File: config.mk
export PLATFORM = sky130hd
export DESIGN_NAME = t_stream_monitor
export DESIGN_NICKNAME = d
export VERILOG_FILES = /design/src/rtl/t_stream_monitor.sv
export SDC_FILE = /design/constraint.sdc
export NUM_CORES = 1
export LEC_CHECK = 0
export ABC_AREA = 1
export CORE_UTILIZATION = 37
export CTS_CLUSTER_SIZE = 10
export DETAILED_ROUTE_END_ITERATION = 10
export MAX_ROUTING_LAYER = met4
export PLACE_DENSITY = 0.57
export SYNTH_ARGS = -nofsm -noshare
export SYNTH_HDL_FRONTEND = slang
export SYNTH_SLANG_ARGS = --single-unit
export TNS_END_PERCENT = 30
File: constraint.sdc
create_clock -name clk -period 1.7 [get_ports clk]
set_input_delay 0.34 -clock clk [delete_from_list [all_inputs] [get_ports clk]]
set_output_delay 0.34 -clock clk [all_outputs]
set_load 0.05 [all_outputs]
File: src/rtl/t_stream_monitor.sv
// Serial monitor for the muxed flip-flop bit T: packs enabled samples into bytes
// behind a valid/ready register and counts overlapping 1011 detections.
module t_stream_monitor #(
    parameter int COUNT_W = 8
) (
    input  logic               clk,
    input  logic               reset,
    input  logic               T,
    input  logic               en,
    input  logic               byte_ready,
    output logic [7:0]         byte_data,
    output logic               byte_valid,
    output logic               overrun,
    output logic               match,
    output logic [COUNT_W-1:0] match_count
);

    typedef enum logic [1:0] {IDLE, S1, S10, S101} state_e;

    logic [6:0]         shreg_q, shreg_d;
    logic [2:0]         bitcnt_q, bitcnt_d;
    logic [7:0]         data_q, data_d;
    logic               valid_q, valid_d;
    logic               ovr_q, ovr_d;
    logic               match_q, match_d;
    logic [COUNT_W-1:0] cnt_q, cnt_d;
    state_e             state_q, state_d;

    logic       done;
    logic       xfer;
    logic [7:0] new_byte;

    // Deserialiser; only the 7 oldest bits need storing, bit 8 arrives on T.
    always_comb begin
        shreg_d  = shreg_q;
        bitcnt_d = bitcnt_q;
        done     = 1'b0;
        new_byte = {shreg_q, T};
        if (en) begin
            shreg_d  = {shreg_q[5:0], T};
            bitcnt_d = bitcnt_q + 3'd1;
            done     = (bitcnt_q == 3'd7);
        end
    end

    // Output holding register: a completing byte may replace one leaving this edge.
    always_comb begin
        xfer    = valid_q & byte_ready;
        data_d  = data_q;
        valid_d = valid_q;
        ovr_d   = ovr_q;
        if (done) begin
            if (!valid_q || xfer) begin
                data_d  = new_byte;
                valid_d = 1'b1;
            end else begin
                ovr_d = 1'b1;
            end
        end else if (xfer) begin
            valid_d = 1'b0;
        end
    end

    always_comb begin
        state_d = state_q;
        match_d = 1'b0;
        if (en) begin
            case (state_q)
                IDLE: state_d = T ? S1 : IDLE;
                S1:   state_d = T ? S1 : S10;
                S10:  state_d = T ? S101 : IDLE;
                S101: begin
                    state_d = T ? S1 : S10;
                    match_d = T;
                end
                default: state_d = IDLE;
            endcase
        end
        cnt_d = cnt_q;
        if (match_d && (cnt_q != {COUNT_W{1'b1}}))
            cnt_d = cnt_q + 1'b1;
    end

    always_ff @(posedge clk or posedge reset) begin
        if (reset) begin
            shreg_q  <= '0;
            bitcnt_q <= '0;
            data_q   <= '0;
            valid_q  <= 1'b0;
            ovr_q    <= 1'b0;
            match_q  <= 1'b0;
            cnt_q    <= '0;
            state_q  <= IDLE;
        end else begin
            shreg_q  <= shreg_d;
            bitcnt_q <= bitcnt_d;
            data_q   <= data_d;
            valid_q  <= valid_d;
            ovr_q    <= ovr_d;
            match_q  <= match_d;
            cnt_q    <= cnt_d;
            state_q  <= state_d;
        end
    end

    assign byte_data   = data_q;
    assign byte_valid  = valid_q;
    assign overrun     = ovr_q;
    assign match       = match_q;
    assign match_count = cnt_q;

endmodule

**Yosys cells after proc, flatten, opt, wreduce, memory -nomap -nowiden**

Cells that the tools add are included.

- Flip-flop bits (word level): 31
- Input bits: 5
- Output and inout port bits: 19
- Word-level logic and storage cells: 37

- Reduce and logical (&&, ||, !) cells: 9
- Equality and inequality tests: 6
- Multiplexer cells: 10
- $add $sub $neg: 2
- Bitwise operators: 2

Operator list:

| cell | count |
|---|---|
| $add 8x1->8 const B | 1 |
| $ne 8x8->1 const B | 1 |
| $mux 1 | 7 |
| $pmux 2 s3 | 1 |
| $reduce_and 2->1 | 3 |
| $eq 2x2->1 const B | 2 |
| $mux 2 | 2 |
| $add 3x1->3 const B | 1 |
| $eq 3x3->1 const B | 1 |
| $eq 2x1->1 const B | 1 |
| $logic_not 2->1 | 1 |
| $ne 2x1->1 const B | 1 |
| $reduce_bool 2->1 | 1 |
| $reduce_or 2->1 | 1 |
| $and 1x1->1 | 1 |
| $logic_and 1x1->1 | 1 |
| $logic_not 1->1 | 1 |
| $logic_or 1x1->1 | 1 |
| $not 1->1 | 1 |

**Depth between registers and ports, before layout**

Gate-level depths: netlist (run 1).

- Depth after elaboration: 4
- Gate-level depth with buffers: 8
- Depth with buffers taken out: 8

**Worst setup path before layout (run 1)**

No wires, ideal clock.

- Kind: reg-to-reg
- Start: register cnt_q[1] (netlist: match_count[1])
- End: register cnt_q[4] (netlist: match_count[4])
- Buffers on the path: 0
- Arrival time: 1.463 ns
- Period minus slack after synthesis: 1.582 ns
- Library setup time: 0.118 ns
- Slack: 0.118 ns
- Cell stages (with the launch flop): 9
- Data required time: 1.582 ns
- Cells stage by stage: dfrtp_1 -> ha_1 -> nand2_2 -> nor2_4 -> nand2_4 -> nand2_8 -> inv_6 -> nand2_1 -> nand2_1

- Longest elaborated chain between the ends: 2
- Elaborated cells between the ends (all ways): 3
- Those cells by class: add/sub: 1; eq/ne: 1; reduce/logical: 1

Ends and longest elaborated chain:

| what | line | RTL |
|---|---|---|
| start, declared | 26 | `logic [COUNT_W-1:0] cnt_q, cnt_d;` |
| start signal, assigned | 101 | `cnt_q <= cnt_d;` |
| parallel branches: the longest is 2 deep, another holds $add 8x1->8 | - |  |

Parallel ways; which one is timed is not known.
A chain may end at the register's enable or synchronous reset.

**Worst setup path in the final report (run 1)**

Same ends and word-level chain as after synthesis.

==> results of run 1 <==
## per-stage QoR
step                power [mW]  setup slack [ps]  instances
floorplan                 1.82               118        152
global placement          2.15               168        221
detailed placement        2.17               145        221
CTS                       2.80               374        229
global route              2.94               290        229
finish                    2.76               388        229
## cell type report
cell class / instances / area share
Multi-Input combinational cell: 99 / 0.299
Sequential cell: 31 / 0.443
Tap cell: 46 / 0.0329
Inverter: 19 / 0.0436
Timing Repair Buffer: 26 / 0.124
Clock buffer: 8 / 0.0572
## power breakdown
| part | switching (mW) | internal [mW] |
|---|---|---|
| Combinational | 0.713 | 0.348 |
| Sequential | 0.144 | 0.933 |
| Clock | 0.253 | 0.369 |
| Total | 1.11 | 1.65 |
## routing by layer
layer / global-route usage / part of all wire / routed length (um)
met4: 0.0682 / 0.020 / 48
met1: 0.177 / 0.49 / 1160
met5: - / 0 / 0
met3: 0.0543 / 0.041 / 98
met2: 0.211 / 0.45 / 1070
## Yosys cell counts
cell type  number
buf_2           2
o21bai_1        1
nand2_8         1
nand2_4         1
nand2_2         1
buf_4           1
nor2_4          3
nand3_1         6
ha_1            3
a21oi_1         2
nand2_1        54
xor2_1          3
nand4_1         2
o21ai_2         1
inv_1          18
nor2_1          4
xnor2_1         1
inv_6           1
dfrtp_1        31
nand3_4         1
o21ai_0        15
## cells by family (layout without fill, tap and decap cells)
family | after synthesis | after routing | share of synthesized area
XOR/XNOR | 4 | 4 | 0.0252
buffers and inverters | 22 | 53 | 0.0674
adder cells (fa/ha/maj) | 3 | 3 | 0.0270
flip-flops | 31 | 31 | 0.557
AO/OA/AOI/OAI | 19 | 19 | 0.0728
AND/OR/NAND/NOR | 73 | 73 | 0.251
## flip-flops by register name, summed over array words and instances, names as in the netlist
register     cells
match_count      8
byte_data        8
shreg_q          7
byte_valid       1
match            1
state_q          2
bitcnt_q         3
overrun          1
## path summary, 6_finish.rpt
path | from | endpoint | cells after the start
hold / removal | reset | match_count[7] | 3
setup reg to reg | match_count[1] | match_count[4] | 8
hold reg to reg | overrun | overrun | 1
setup / recovery | match_count[1] | match_count[4] | 8
min in group clk | overrun | overrun | 1
max in group asynchronous | reset | bitcnt_q[2] | 3
## critical path, stage by stage (launching register included)
cell and delay [ps]:
dfrtp_1 420, ha_1 230, nand2_2 90, nor2_4 140, nand2_4 90, nand2_8 100, inv_6 40, nand2_1 50
nand2_1 50
==> impl_metrics.py, run 1 <==
metrics = {
    "clock_tree": {
        "numCtsBuffers": 5,
        "cts_resized": 0,
        "cts_tree": "yes",
        "root_buffer": "clkbuf_8",
        "clk_latency_ps": 280,
        "post_cts_buffers": 0,
        "cts_hold_buf": 0,
        "htree_levels": 2,
        "clkTransAtPathRegs_ps": 60,
        "cts_buffer_depth": 2,
        "clock_sinks": 31,
    },
    "cells_and_area": {
        "final_cell_mix": "nand2_1, dfrtp_1, buf_4, inv_1, o21ai_0",
        "n_fill_cell": 354,
        "seq_area_um2": 776,
        "drive_gt1_frac": 0.208,
        "final_area_um2": 1750,
        "finalCoreUtilization": 0.505,
        "syn_to_final_growth_pct": 25.7,
        "multi_input_area_um2": 523,
        "finalNetCount": 190,
        "insertedDiodeCount": 0,
        "layout_commonest_cell": "nand2_1",
    },
    "pwr": {
        "cellLeakagePower_nw": 0.888,
        "ir_drop_uv": 897,
        "powerDensity_nw_per_um2": 1580,
    },
    "detailed_routing": {
        "drtPass1Iterations": 4,
        "drtIter0Drc": 53,
        "route.detailed.drc": 0,
        "ant_nets": 0,
        "via_count": 1023,
        "routed_wl_um": 2370,
        "avgViaCountPerCell": 4.47,
        "wl_per_cell_um": 10.4,
    },
    "timing": {
        "max-slew-margin-rel": 0.736,
        "slew_violations": 0,
        "min_period_over_period": 0.772,
        "max_freq_mhz": 762,
        "tightestPinTransition_ps": 395,
        "fin_crit_ps": 1310,
        "rsz0062_at_grt": "false",
        "skew_ps": 4.01,
        "whs_ps": 447,
        "setup_viol": 0,
        "finalHoldViolCount": 0,
        "tns_ps": 0,
    },
    "critical_path": {
        "path_class": "flip-flop to flip-flop",
        "cp-end-kind": "flip-flop",
        "cp_max_fo": 8,
        "arrival_ps": 1480,
        "reg2reg_slack_ps": 390,
        "crit_path_start_kind": "flip-flop",
        "critPathRequiredTime_ps": 1870,
    },
    "floorplan": {
        "start_util": 0.402,
        "io_pins": 24,
        "die_w_um": 63.4,
        "die_y_um": 63.4,
        "die_area_um2": 4010,
        "rows": 21,
        "core-area_um2": 3470,
    },
    "synth": {
        "synth-seq-cells": 31,
        "yosys_warnings": 0,
        "netlist_area_um2": 1390,
        "seq_area_frac_synth": 0.557,
        "synth_cells": 152,
        "synth_cell_types": 21,
        "synth_area_leaders": "dfrtp_1, nand2_1, o21ai_0",
        "syn_nets": 160,
        "avgSynthCellArea_um2": 9.16,
        "synth.top_cell.area_share": 0.557,
        "synth_top_area_cell": "dfrtp_1",
    },
    "hold_path": {
        "holdCritPathClass": "input port to asynchronous set/reset pin",
    },
    "grt": {
        "grt-ovfl-total": 0,
        "grt_max_degree": 32,
        "grt_antenna_before_repair": 0,
        "grt_usage": 0.145,
        "grt_pass1_wl_um": 4280,
        "grt_pass1_vias": 969,
    },
    "placed_design": {
        "place_area_um2": 1650,
        "gp_congestion": 0.743,
        "place_hpwl_um": 1710,
        "numPortBuffers": 23,
    },
    "run": {
        "maxCapViolations": 0,
    },
    "run_status": {
        "outcome": "completed",
    },
}
Note: power is estimated with default switching activity, not from simulation.
==> inputs of run 2 (changes only) <==
--- a/config.mk
+++ b/config.mk
@@ -10,7 +10,7 @@
 export CTS_CLUSTER_SIZE = 10
 export DETAILED_ROUTE_END_ITERATION = 10
 export MAX_ROUTING_LAYER = met4
-export PLACE_DENSITY = 0.57
+export PLACE_DENSITY = 0.6
 export SYNTH_ARGS = -nofsm -noshare
 export SYNTH_HDL_FRONTEND = slang
 export SYNTH_SLANG_ARGS = --single-unit
==> constraint.sdc (replaced) <==
create_clock -name clk -period 1.1 [get_ports clk]
set_input_delay 0.22 -clock clk [delete_from_list [all_inputs] [get_ports clk]]
set_output_delay 0.22 -clock clk [all_outputs]
set_load 0.05 [all_outputs]
==> run 2 against run 1 <==
Net effect: the flow now finishes with violations (setup timing); largest power group is now combinational cells; non-clock buffer count rose by 17; sequential power rose by 61%; combinational power rose by 140%; sequential share of layout area fell by 9.0 points; global-route usage rose by 2.8 points; setup slack got worse by 500 ps.
==> impl_metrics.py, run 2 (same netlist as run 1, synthesis figures left out) <==
metrics = {
    "critical_path": {
        "r2r_cells": 7,
        "crit_path_start": "match_count[1]",
        "critPathRequiredTime_ps": 880,
        "r2r-start": "match_count[1]",
        "cp_max_fo": 4,
        "cp-end-kind": "output port",
        "crit_path_start_kind": "flip-flop",
        "path_class": "flip-flop to output port",
        "arrival_ps": 1000,
    },
    "placed_design": {
        "numPortBuffers": 23,
        "post-place-ws_ps": -294,
        "place_hpwl_um": 2040,
        "gp_congestion": 0.775,
    },
    "detailed_routing": {
        "route.detailed.drc": 0,
        "drtPass1Iterations": 4,
        "wl_per_cell_um": 11.9,
        "drtIter0Drc": 20,
        "via_count": 1142,
        "routed_wl_um": 2930,
        "ant_nets": 0,
        "avgViaCountPerCell": 4.62,
    },
    "timing": {
        "tns_ps": -1400,
        "rsz0062_at_grt": "true",
        "setup_viol": 22,
        "max_freq_mhz": 822,
        "finalHoldViolCount": 0,
        "slew_violations": 0,
        "max-slew-margin-rel": 0.840,
        "skew_ps": 9.62,
        "fin_crit_ps": 1220,
        "setup_ws_ps": -117,
        "tightestPinTransition_ps": 240,
        "min_period_over_period": 1.11,
    },
    "floorplan": {
        "start_util": 0.402,
        "die_y_um": 63.4,
        "io_pins": 24,
        "core-area_um2": 3470,
        "die_w_um": 63.4,
        "rows": 21,
        "die_area_um2": 4010,
    },
    "grt": {
        "grt_pass1_wl_um": 5110,
        "grt_antenna_before_repair": 0,
        "grt_pass1_vias": 1137,
        "grt_usage": 0.173,
        "grt_max_degree": 32,
        "grt-ovfl-total": 0,
    },
    "cells_and_area": {
        "drive_gt1_frac": 0.383,
        "insertedDiodeCount": 0,
        "multi_input_area_um2": 602,
        "seq_area_um2": 786,
        "finalCoreUtilization": 0.642,
        "final_cell_mix": "nand2_1, dfrtp_1, buf_12, inv_1, o21ai_0",
        "syn_to_final_growth_pct": 59.8,
        "n_fill_cell": 295,
        "finalNetCount": 208,
        "layout_commonest_cell": "nand2_1",
    },
    "run": {
        "maxCapViolations": 0,
    },
    "pwr": {
        "pwr-share-seq": 0.335,
        "ir_drop_uv": 1400,
        "clockPowerShare": 0.177,
        "power.switching_mw": 2.00,
        "combPwrFrac": 0.489,
        "powerDensity_nw_per_um2": 2340,
        "internal_power_mw": 3.19,
        "switching_share": 0.385,
        "total_power_mw": 5.20,
        "cellLeakagePower_nw": 1.05,
    },
    "clock_tree": {
        "clock_sinks": 31,
        "numCtsBuffers": 5,
        "cts_hold_buf": 0,
        "cts_tree": "yes",
        "clkTransAtPathRegs_ps": 70,
        "clk_latency_ps": 290,
        "htree_levels": 2,
        "root_buffer": "clkbuf_8",
        "cts_buffer_depth": 2,
    },
    "run_status": {
        "outcome": "complete, but fails checks",
        "violations": "setup timing",
    },
    "hold_path": {
        "holdCritPathClass": "input port to asynchronous set/reset pin",
    },
}
==> run 2: final timing paths <==
path                                   to  slack (ps)
min reg2reg                    shreg_q[1]         480
max                        match_count[1]        -120
min                          byte_data[7]         270
min in group clk               shreg_q[1]         480
max reg2reg                match_count[2]        -110
max in group asynchronous  match_count[6]         630
==> run 2: critical path: stages, from the launching register on <==
cell and delay (ps):
dfrtp_2 430, buf_6 140, buf_12 140
==> run 2: timing repair <==
action | in CTS | in global routing
cloned | 0 | 1
pin swaps | 3 | 5
gates resized for setup | 11 | 14
endpoints found under the setup margin | 23 | 31
setup buffers | 4 | 1
==> run 2: power by group through the flow <==
stage	clock (mW)	sequential [mW]	combinational, mW
after floorplan	0	2.40	0.472
after global placement	0	1.75	2.34
after detailed placement	0	1.77	2.37
after CTS	0.937	1.73	2.48
after global routing	1.00	1.78	2.69
final	0.918	1.74	2.54
==> run 2: cell type report <==
type,instances,area share
Multi-Input combinational cell,100,0.270
Clock buffer,7,0.0388
Tap cell,46,0.0259
Inverter,19,0.0343
Timing Repair Buffer,43,0.275
Clock inverter,1,0.00225
Sequential cell,31,0.353
==> run 2: metal layers <==
layer	part of all wire	track usage
met3	0.043	0.0616
met4	0.017	0.0682
met2	0.51	0.277
met1	0.43	0.197
met5	0	-
==> run 2: metrics by stage <==
| step | instances | cell area [um^2] | hold WS (ps) |
|---|---|---|---|
| 6_report | 247 | 2230 | 271 |
| 2_1_floorplan | 152 | 1420 | 323 |
| 5_1_grt | 247 | 2230 | 298 |
| 4_1_cts | 245 | 2160 | 277 |
| 3_3_place_gp | 233 | 2010 | 463 |
| 3_5_place_dp | 233 | 2010 | 473 |
==> inputs of run 3 (changes only) <==
--- a/config.mk
+++ b/config.mk
@@ -9,8 +9,9 @@
 export CORE_UTILIZATION = 37
 export CTS_CLUSTER_SIZE = 10
 export DETAILED_ROUTE_END_ITERATION = 10
+export GPL_ROUTABILITY_DRIVEN = 0
 export MAX_ROUTING_LAYER = met4
-export PLACE_DENSITY = 0.6
+export PLACE_DENSITY = 0.68
 export SYNTH_ARGS = -nofsm -noshare
 export SYNTH_HDL_FRONTEND = slang
 export SYNTH_SLANG_ARGS = --single-unit
==> run 3 against run 2 <==
Net effect: the flow still finishes with violations (setup timing); design area unchanged; first-iteration DRC count up 95%; critical path depth unchanged; utilization unchanged; clock skew down 6.5 ps; total power down 0.27%; final cell count up 1.2%; critical path type unchanged; critical endpoint unchanged.
==> impl_metrics.py, run 3 (same netlist as run 1, synthesis figures left out) <==
metrics = {
    "grt": {
        "grt_antenna_before_repair": 0,
        "busiest_layer": "met2",
        "globalRouteMet1Util": 0.189,
        "grt_pass1_wl_um": 5110,
        "grt-ovfl-total": 0,
        "grt_pass1_vias": 1167,
        "grt_max_degree": 32,
        "grt_usage": 0.179,
        "use_met2": 0.285,
        "use_met3": 0.0525,
    },
    "critical_path": {
        "r2r-end": "match_count[3]",
        "critPathRequiredTime_ps": 880,
        "arrival_ps": 980,
        "reg2reg_slack_ps": -90,
        "crit_path_start_kind": "flip-flop",
        "r2r-start": "match_count[1]",
        "cp_max_fo": 4,
        "path_class": "flip-flop to output port",
        "r2r_cells": 8,
        "cp-end-kind": "output port",
    },
    "timing": {
        "finalHoldViolCount": 0,
        "max-slew-margin-rel": 0.832,
        "slew_violations": 0,
        "setup_viol": 24,
        "min_period_over_period": 1.09,
        "max_freq_mhz": 830,
        "skew_ps": 3.12,
        "tns_ps": -1380,
        "fin_crit_ps": 1200,
        "setup_ws_ps": -104,
        "whs_ps": 281,
        "rsz0062_at_grt": "true",
        "tightestPinTransition_ps": 252,
    },
    "pwr": {
        "total_power_mw": 5.18,
        "combPwrFrac": 0.495,
        "pwr-share-seq": 0.336,
        "internal_power_mw": 3.16,
        "clockPowerShare": 0.169,
        "switching_share": 0.390,
        "ir_drop_uv": 1500,
        "powerDensity_nw_per_um2": 2330,
        "cellLeakagePower_nw": 1.05,
        "power.switching_mw": 2.02,
    },
    "clock_tree": {
        "htree_levels": 2,
        "clock_sinks": 31,
        "clkTransAtPathRegs_ps": 60,
        "cts_buffer_depth": 2,
        "root_buffer": "clkbuf_8",
        "clk_latency_ps": 290,
        "cts_tree": "yes",
        "numCtsBuffers": 5,
    },
    "cells_and_area": {
        "syn_to_final_growth_pct": 59.8,
        "drive_gt1_frac": 0.373,
        "finalNetCount": 211,
        "final_area_um2": 2230,
        "insertedDiodeCount": 0,
        "final_cell_mix": "nand2_1, dfrtp_1, buf_12, inv_1, buf_4",
        "layout_commonest_cell": "nand2_1",
    },
    "placed_design": {
        "post-place-ws_ps": -318,
        "numPortBuffers": 23,
        "place_hpwl_um": 2090,
        "place_area_um2": 1990,
    },
    "floorplan": {
        "die_w_um": 63.4,
        "rows": 21,
        "die_area_um2": 4010,
        "core-area_um2": 3470,
        "die_y_um": 63.4,
        "start_util": 0.402,
        "io_pins": 24,
    },
    "detailed_routing": {
        "drtIter0Drc": 39,
        "wl_per_cell_um": 12.4,
        "route.detailed.drc": 0,
        "avgViaCountPerCell": 4.64,
        "via_count": 1161,
        "drtPass1Iterations": 4,
        "routed_wl_um": 3090,
        "ant_nets": 0,
    },
    "run": {
        "maxCapViolations": 0,
    },
    "run_status": {
        "outcome": "complete, but fails checks",
        "violations": "setup timing",
    },
    "hold_path": {
        "holdCritPathClass": "input port to asynchronous set/reset pin",
    },
}
run 3: critical path, cell delays in order, from the launching register on:
cell and delay, ps:
dfrtp_2 430, buf_6 130, buf_12 140
run 3: final cells by class:
| type | instances | area [um^2] |
|---|---|---|
| fillers | 293 | 1240 |
| flip-flops and latches | 31 | 786 |
| repair buffers | 46 | 636 |
| multi-input cells | 100 | 586 |
| inverters | 19 | 76.3 |
| clock buffers | 6 | 72.6 |
| well taps | 46 | 57.6 |
| clock inverters | 2 | 12.5 |
run 3: repair_timing:
| item | CTS | global route |
|---|---|---|
| hold buffers | 0 | 0 |
| endpoints found under the setup margin | 24 | 32 |
| setup buffers | 8 | 2 |
| gates cloned | 1 | 0 |
| pin swaps | 5 | 2 |
| resized for setup | 17 | 5 |
run 3: routing by layer:
| metal | vias to the layer above | wire [um] |
|---|---|---|
| li1 | 578 | - |
| met1 | 540 | 1270 |
| met2 | 32 | 1560 |
| met3 | 11 | 147 |
| met4 | 0 | 103 |
| met5 | - | 0 |
run 3: through the flow:
stage,instances,util
after floorplan,152,-
after global placement,231,0.574
after detailed placement,231,0.574
after CTS,248,0.635
after global routing,250,0.642
final,250,0.642
run 3: worst max-delay path by stage:
stage,start,endpoint,depth (start not counted)
2_1_floorplan,match_count[1],match_count[4],8
3_3_place_gp,T,match_count[2],6
3_5_place_dp,T,match_count[5],6
4_1_cts,match_count[0],match_count[0],2
5_1_grt,match_count[1],match_count[3],8
6_report,match_count[1],match_count[1],2
run 3: power by group through the flow:
stage          clock (mW)  combinational, mW  sequential, mW
6_report            0.875               2.57            1.74
3_3_place_gp            0               2.30            1.75
2_1_floorplan           0              0.472            2.40
4_1_cts             0.875               2.55            1.75
3_5_place_dp            0               2.36            1.78
5_1_grt             0.939               2.72            1.77
